===== src/rtl/uart_rx_fifo.sv =====
// uart_rx_fifo: first-word-fall-through receive FIFO that captures bytes on rising rx_valid, with a sticky overrun flag and a level irq
module uart_rx_fifo #(
    parameter int DEPTH_LOG2 = 4,
    parameter int WIDTH      = 8,
    parameter int IRQ_LEVEL  = 1
) (
    input  logic                  clk,
    input  logic                  rst,
    input  logic [WIDTH-1:0]      rx_data,
    input  logic                  rx_valid,
    input  logic                  rd_req,
    input  logic                  ovr_clr,
    output logic [WIDTH-1:0]      dout,
    output logic                  empty,
    output logic                  full,
    output logic [DEPTH_LOG2:0]   count,
    output logic                  overrun,
    output logic                  irq
);
    localparam int DEPTH = 1 << DEPTH_LOG2;
    localparam logic [DEPTH_LOG2:0]   FULL_CNT = DEPTH;
    localparam logic [DEPTH_LOG2:0]   IRQ_CNT  = IRQ_LEVEL;
    localparam logic [DEPTH_LOG2:0]   CNT_ONE  = 1;
    localparam logic [DEPTH_LOG2-1:0] PTR_ONE  = 1;

    logic [WIDTH-1:0]      mem_q [DEPTH];
    logic [DEPTH_LOG2-1:0] wr_ptr_q, wr_ptr_d, rd_ptr_q, rd_ptr_d;
    logic [DEPTH_LOG2:0]   count_q, count_d;
    logic                  rx_valid_q, overrun_q, overrun_d;
    logic                  push, pop_ok, wr_en, drop;

    assign empty   = (count_q == '0);
    assign full    = (count_q == FULL_CNT);
    assign count   = count_q;
    assign overrun = overrun_q;
    assign irq     = (count_q >= IRQ_CNT) | overrun_q;
    assign dout    = empty ? '0 : mem_q[rd_ptr_q];

    // Rising-edge push detect, pop qualification and next-state of pointers, count and overrun
    always_comb begin
        push      = rx_valid & ~rx_valid_q;
        pop_ok    = rd_req & ~empty;
        wr_en     = push & (~full | pop_ok);
        drop      = push & full & ~pop_ok;
        wr_ptr_d  = wr_en ? wr_ptr_q + PTR_ONE : wr_ptr_q;
        rd_ptr_d  = pop_ok ? rd_ptr_q + PTR_ONE : rd_ptr_q;
        count_d   = (wr_en & ~pop_ok) ? count_q + CNT_ONE :
                    (pop_ok & ~wr_en) ? count_q - CNT_ONE : count_q;
        overrun_d = drop ? 1'b1 : ovr_clr ? 1'b0 : overrun_q;
    end

    // Storage array is deliberately left unreset; only pointers decide what is valid
    always_ff @(posedge clk) begin
        if (!rst && wr_en) mem_q[wr_ptr_q] <= rx_data;
    end

    // Control state register with synchronous reset
    always_ff @(posedge clk) begin
        if (rst) begin
            rx_valid_q <= 1'b0;
            wr_ptr_q   <= '0;
            rd_ptr_q   <= '0;
            count_q    <= '0;
            overrun_q  <= 1'b0;
        end else begin
            rx_valid_q <= rx_valid;
            wr_ptr_q   <= wr_ptr_d;
            rd_ptr_q   <= rd_ptr_d;
            count_q    <= count_d;
            overrun_q  <= overrun_d;
        end
    end
endmodule


===== config.mk =====
export PLATFORM = sky130hd
export DESIGN_NAME = uart_rx_fifo
export DESIGN_NICKNAME = d
export VERILOG_FILES = /design/src/rtl/uart_rx_fifo.sv
export SDC_FILE = /design/constraint.sdc
export NUM_CORES = 1
export LEC_CHECK = 0
export ABC_AREA = 1
export CAP_MARGIN = 20
export CORE_ASPECT_RATIO = 1.5
export CORE_UTILIZATION = 45
export CTS_BUF_LIST = sky130_fd_sc_hd__clkbuf_2 sky130_fd_sc_hd__clkbuf_4 sky130_fd_sc_hd__clkbuf_8
export DETAILED_ROUTE_END_ITERATION = 8
export GPL_TIMING_DRIVEN = 0
export PLACE_DENSITY = 0.63
export SYNTH_ARGS = -nofsm -noshare
export SYNTH_HDL_FRONTEND = slang
export SYNTH_SLANG_ARGS = --single-unit

===== constraint.sdc =====
create_clock -name clk -period 6 [get_ports clk]
set_input_delay 1.5 -clock clk [delete_from_list [all_inputs] [get_ports clk]]
set_output_delay 1.5 -clock clk [all_outputs]
set_load 0.05 [all_outputs]

* Yosys cells after proc, flatten, opt, wreduce, memory -nomap -nowiden
Memory sizes are Yosys's and may differ from the RTL's. A register that Yosys moved wholly into a read port is not among the register bits. Cells that the tools add are included.
Storage, ports and cells: latch bits 0, bits in registers 15, bits of input ports 13, word-level logic and storage cells 40, memory bits (read-only) 0, output and inout bits 17, memories kept 1, RAM bits 128
Memories:
- mem_q | depth 16, width 8, read ports 1, clocked after Yosys merged registers in 1, write ports 1, RTL line 26 | logic [WIDTH-1:0] mem_q [DEPTH];
Operators by class: divide/modulo/power cells 0, $add $sub $neg 4, magnitude comparators 1, multiplexer cells 9, shift operators 0, reduce and logical (&&, ||, !) cells 5, bitwise operators 14, multiply operators 0, equal/unequal tests 1
Operator list (count):
- 2-to-1 mux 5 bit | 2
- adder 4 x 1 -> 4 bit (second input constant) | 2
- 2-to-1 mux 4 bit | 2
- 2-to-1 mux 8 bit | 1
- bitwise AND 1 bit | 7
- adder 5 x 1 -> 5 bit (second input constant) | 1
- equality test 5 bit (second input constant) | 1
- greater-or-equal comparator 5 x 1 -> 1 bit (second input constant) | 1
- zero test 5 bit | 1
- inverter 1 bit | 5
- subtractor 5 x 1 -> 5 bit (second input constant) | 1
- 2-to-1 mux 1 bit | 4
- nonzero test 2 bit | 2
- bitwise OR 1 bit | 2
- logical AND 1 bit | 1
- zero test 1 bit | 1

* Depth between registers and ports, before layout
depth after elaboration 9, depth in mapped cells 14, depth with buffers taken out 14

* Worst setup path after synthesis
OpenSTA, ideal clock, no wires.
path kind reg2out, start point register count_q[0], in the netlist count[0], end point output port dout[0], setup slack 1896 ps, required time 4500 ps, cell stages (with the launch flop) 6, arrival 2604 ps, buffers on the path 0, path through dfxtp_1 inv_1 ha_1 nand3_2 clkinv_1 a21oi_1
Between the ends: word-level cells in the longest chain between the ends 2
Ends and longest elaborated chain:
- from (decl) | RTL line 28 | logic [DEPTH_LOG2:0] count_q, count_d;
- from (signal assigned) | RTL line 69 | count_q <= count_d;
- zero test 5 bit | RTL line 32 | assign empty = (count_q == '0);
- named net empty | RTL line 14 | output logic empty,
- 2-to-1 mux 8 bit | RTL line 37 | assign dout = empty ? '0 : mem_q[rd_ptr_q];
- to (decl) | RTL line 13 | output logic [WIDTH-1:0] dout,
The timed path passes the listed nets, and every way through them passes these cells.

* Worst setup path after layout
start point register count_q[0], in the netlist count[0], end point output port dout[4]
Between the ends: word-level cells in the longest chain between the ends 2
Ends and longest elaborated chain (RTL line):
- zero test 5 bit | 32
- 2-to-1 mux 8 bit | 37
Every way passes these cells.

==> flow_summary.json <==
{
  "initial_core_util_pct": 45.89,
  "synth_edf_count": 128,
  "dp.cells": 752,
  "total_power_mw": 3.284,
  "root_buffer": "clkbuf_8",
  "crit_slowest_cell": "clkdlybuf4s50_1",
  "fin_crit_ps": 4223,
  "cp_cell_sequence": "inv_1 -> ha_1 -> nand3_2 -> clkinv_1 -> a21oi_1 -> clkdlybuf4s50_1",
  "max-cap-violations": 0,
  "syn-cell-area_um2": 6181,
  "mappedNetlistNets": 584,
  "die-width_um": 97.69,
  "globalRoute.totalOverflow": 0,
  "area_delta_synth_final_pct": 14.80,
  "drive_gt1_share_pct": 10.45,
  "status": "finished, violations left",
  "slew_violations": 0,
  "power_frac_clock_pct": 24.6,
  "syn-mean-instance-area_um2": 11.02,
  "clk_latency_ps": 450,
  "wl_per_cell_um": 18.96,
  "power_density_nw_per_um2": 462.9,
  "cts.sinks": 147,
  "finalClockSkew_ps": 11.49,
  "synthFlopType": "edfxtp_1",
  "netlist_instances": 561,
  "detail_route.iter0.violations": 320,
  "gp_congestion": 0.8907,
  "seqPwrFrac_pct": 36.1,
  "end_kind": "primary output",
  "antenna_found_initial": 0,
  "critPathArrivalTime_ps": 2720,
  "ys_seq_elements": 147,
  "slew_headroom_pct": 32.99,
  "grt_pass1_vias": 4121,
  "instances_no_fill": 784,
  "hold_path.class": "reg2reg",
  "hpwlAfterDp_mm": 10.36,
  "critPathLaunchType": "register",
  "ant_nets": 0,
  "cp.required_ps": 4500,
  "cts_tree": "yes",
  "switchingPower_mw": 1.321,
  "postCtsHoldBufs": 0,
  "swShare_pct": 40.21,
  "final_core_util_pct": 52.68,
  "period_share_pct": 70.38,
  "cts_setup_buffers": 0,
  "grt_setup_unrepaired": "false",
  "dr_total_vias": 4211,
  "port_buffers": 29,
  "grt_pass1_wl_mm": 22.76,
  "h-tree-depth": 4,
  "fillers": 1176,
  "p_int_mw": 1.964,
  "wl_mm": 14.86,
  "crit_type": "reg2out",
  "violations": "design-rule violations",
  "yosysUniqueCellTypes": 25,
  "core-area_um2": 13470,
  "rows": 52,
  "tightest_slew_ps": 1001,
  "drtPass1Iterations": 7,
  "numCtsBuffers": 17,
  "n_antenna_cell": 0,
  "track_usage_pct": 22.07,
  "slowest_delay_ps": 840,
  "setup_tns_ps": 0,
  "hold_viol": 0,
  "max_freq_mhz": 236.8,
  "setup_viol": 0,
  "clk_path_buf_depth": 2,
  "vias_per_cell": 5.371,
  "vdd_drop_max_uv": 313.3,
  "clk_pin_slew_ps": 80,
  "layout.nets": 632,
  "cts_resized": 0,
  "grt_max_degree": 17,
  "dieArea_um2": 14220,
  "pwr-share-comb_pct": 39.3,
  "worstPathMaxFanout": 9,
  "ioPinCount": 30,
  "die_h_um": 145.5,
  "synth_warnings": 0,
  "synth-async-reset-ratio_pct": 0,
  "yosysSeqAreaShare_pct": 68.34,
  "power.leakage_nw": 2.580,
  "drcViolationCount": 4
}
cell families (layout without fill, tap and decap cells):
| logic type | after synthesis | after routing | share of synthesized area (%) |
|---|---|---|---|
| DFF | 147 | 147 | 68.34 |
| adders and majority gates | 10 | 10 | 2.024 |
| xor gates and xnor gates | 4 | 4 | 0.5669 |
| AOI/OAI and AO/OA | 30 | 30 | 2.490 |
| and+or+nand+nor | 322 | 322 | 22.47 |
| buffers and inverters | 48 | 109 | 4.110 |
final cells by class:
| cell class | count | area [um^2] | area share (%) |
|---|---|---|---|
| Sequential cell | 147 | 4224 | 59.53 |
| Multi-Input combinational cell | 366 | 1703 | 24.00 |
| Timing Repair Buffer | 29 | 290.3 | 4.091 |
| Clock buffer | 18 | 241.5 | 3.403 |
| Tap cell | 162 | 202.7 | 2.857 |
| Clock inverter | 14 | 180.2 | 2.539 |
| Buffer | 25 | 165.2 | 2.328 |
| Inverter | 23 | 88.84 | 1.252 |
worst max-delay path: cells and delay by family (launching register included):
family / cells / cell delay (ps)
buffers and inverters: 3 / 1230
DFF: 1 / 430
adders and majority gates: 1 / 250
AOI/OAI and AO/OA: 1 / 240
and+or+nand+nor: 1 / 130
cell usage in the layout, fill, tap and decap left out, types with 3 or more instances in the layout:
| master | instances |
|---|---|
| nand2_1 | 173 |
| clkinvlp_4 | 5 |
| a21oi_1 | 20 |
| nand2_2 | 7 |
| nand3_1 | 108 |
| inv_1 | 19 |
| edfxtp_1 | 128 |
| clkdlybuf4s50_1 | 29 |
| clkinv_4 | 4 |
| buf_6 | 7 |
| o21ai_0 | 8 |
| clkbuf_1 | 5 |
| nor2_1 | 28 |
| ha_1 | 10 |
| buf_2 | 12 |
| bufinv_16 | 3 |
| clkbuf_8 | 17 |
| dfxtp_1 | 19 |
registers in the layout, summed over array words and instances (netlist names), named ones only:
register    count
wr_ptr_q        4
overrun         1
count           5
mem_q         128
rx_valid_q      1
rd_ptr_q        4
metrics by stage:
step,hold slack [ps],setup WS (ps),cell area [um^2]
after CTS,497.6,1771,7096
after global routing,524.2,1642,7096
after detailed placement,484.4,1992,6674
final,494.3,1777,7096
after global placement,472.2,2089,6674
after floorplan,446.8,1896,6181
cells in the mapped netlist, drive strengths merged, types with 2 or more instances:
cell type	instances	area share, %
inv	22	1.4
buf	20	2.4
nor2	30	2.1
nand3	109	8.9
ha	10	2.0
clkbuf	5	0.30
nand2	180	11
edfxtp	128	62
a21oi	20	1.6
xor2	2	0.28
o21ai	8	0.65
nand4	2	0.20
xnor2	2	0.28
dfxtp	19	6.2
path summary, 6_finish.rpt:
kind                            depth (start not counted)           end  slack (ps)        start
worst min-delay path                                    2   wr_ptr_q[3]         490  wr_ptr_q[3]
worst min register to register                          2   wr_ptr_q[3]         490  wr_ptr_q[3]
worst max register to register                          9  mem_q[11][2]        3340     count[0]
worst max-delay path                                    6       dout[4]        1780     count[0]
power by group through the flow:
stage / logic [mW] / registers [mW] / clock network [mW]
2_1_floorplan: 0.818 / 1.26 / 0
3_3_place_gp: 1.27 / 1.21 / 0
3_5_place_dp: 1.29 / 1.21 / 0
4_1_cts: 1.29 / 1.19 / 0.821
5_1_grt: 1.38 / 1.19 / 0.861
6_report: 1.29 / 1.19 / 0.807
layer usage:
layer | up-vias | routed length, um | part of all wire, % | global-route usage (%)
li1 | 2032 | - | - | -
met1 | 1980 | 5756 | 39 | 25.14
met2 | 165 | 7770 | 52 | 38.51
met3 | 34 | 771 | 5.2 | 4.419
met4 | 0 | 565 | 3.8 | 12.42
met5 | - | 0 | 0 | 0
Power figures use the tool's default switching activity.
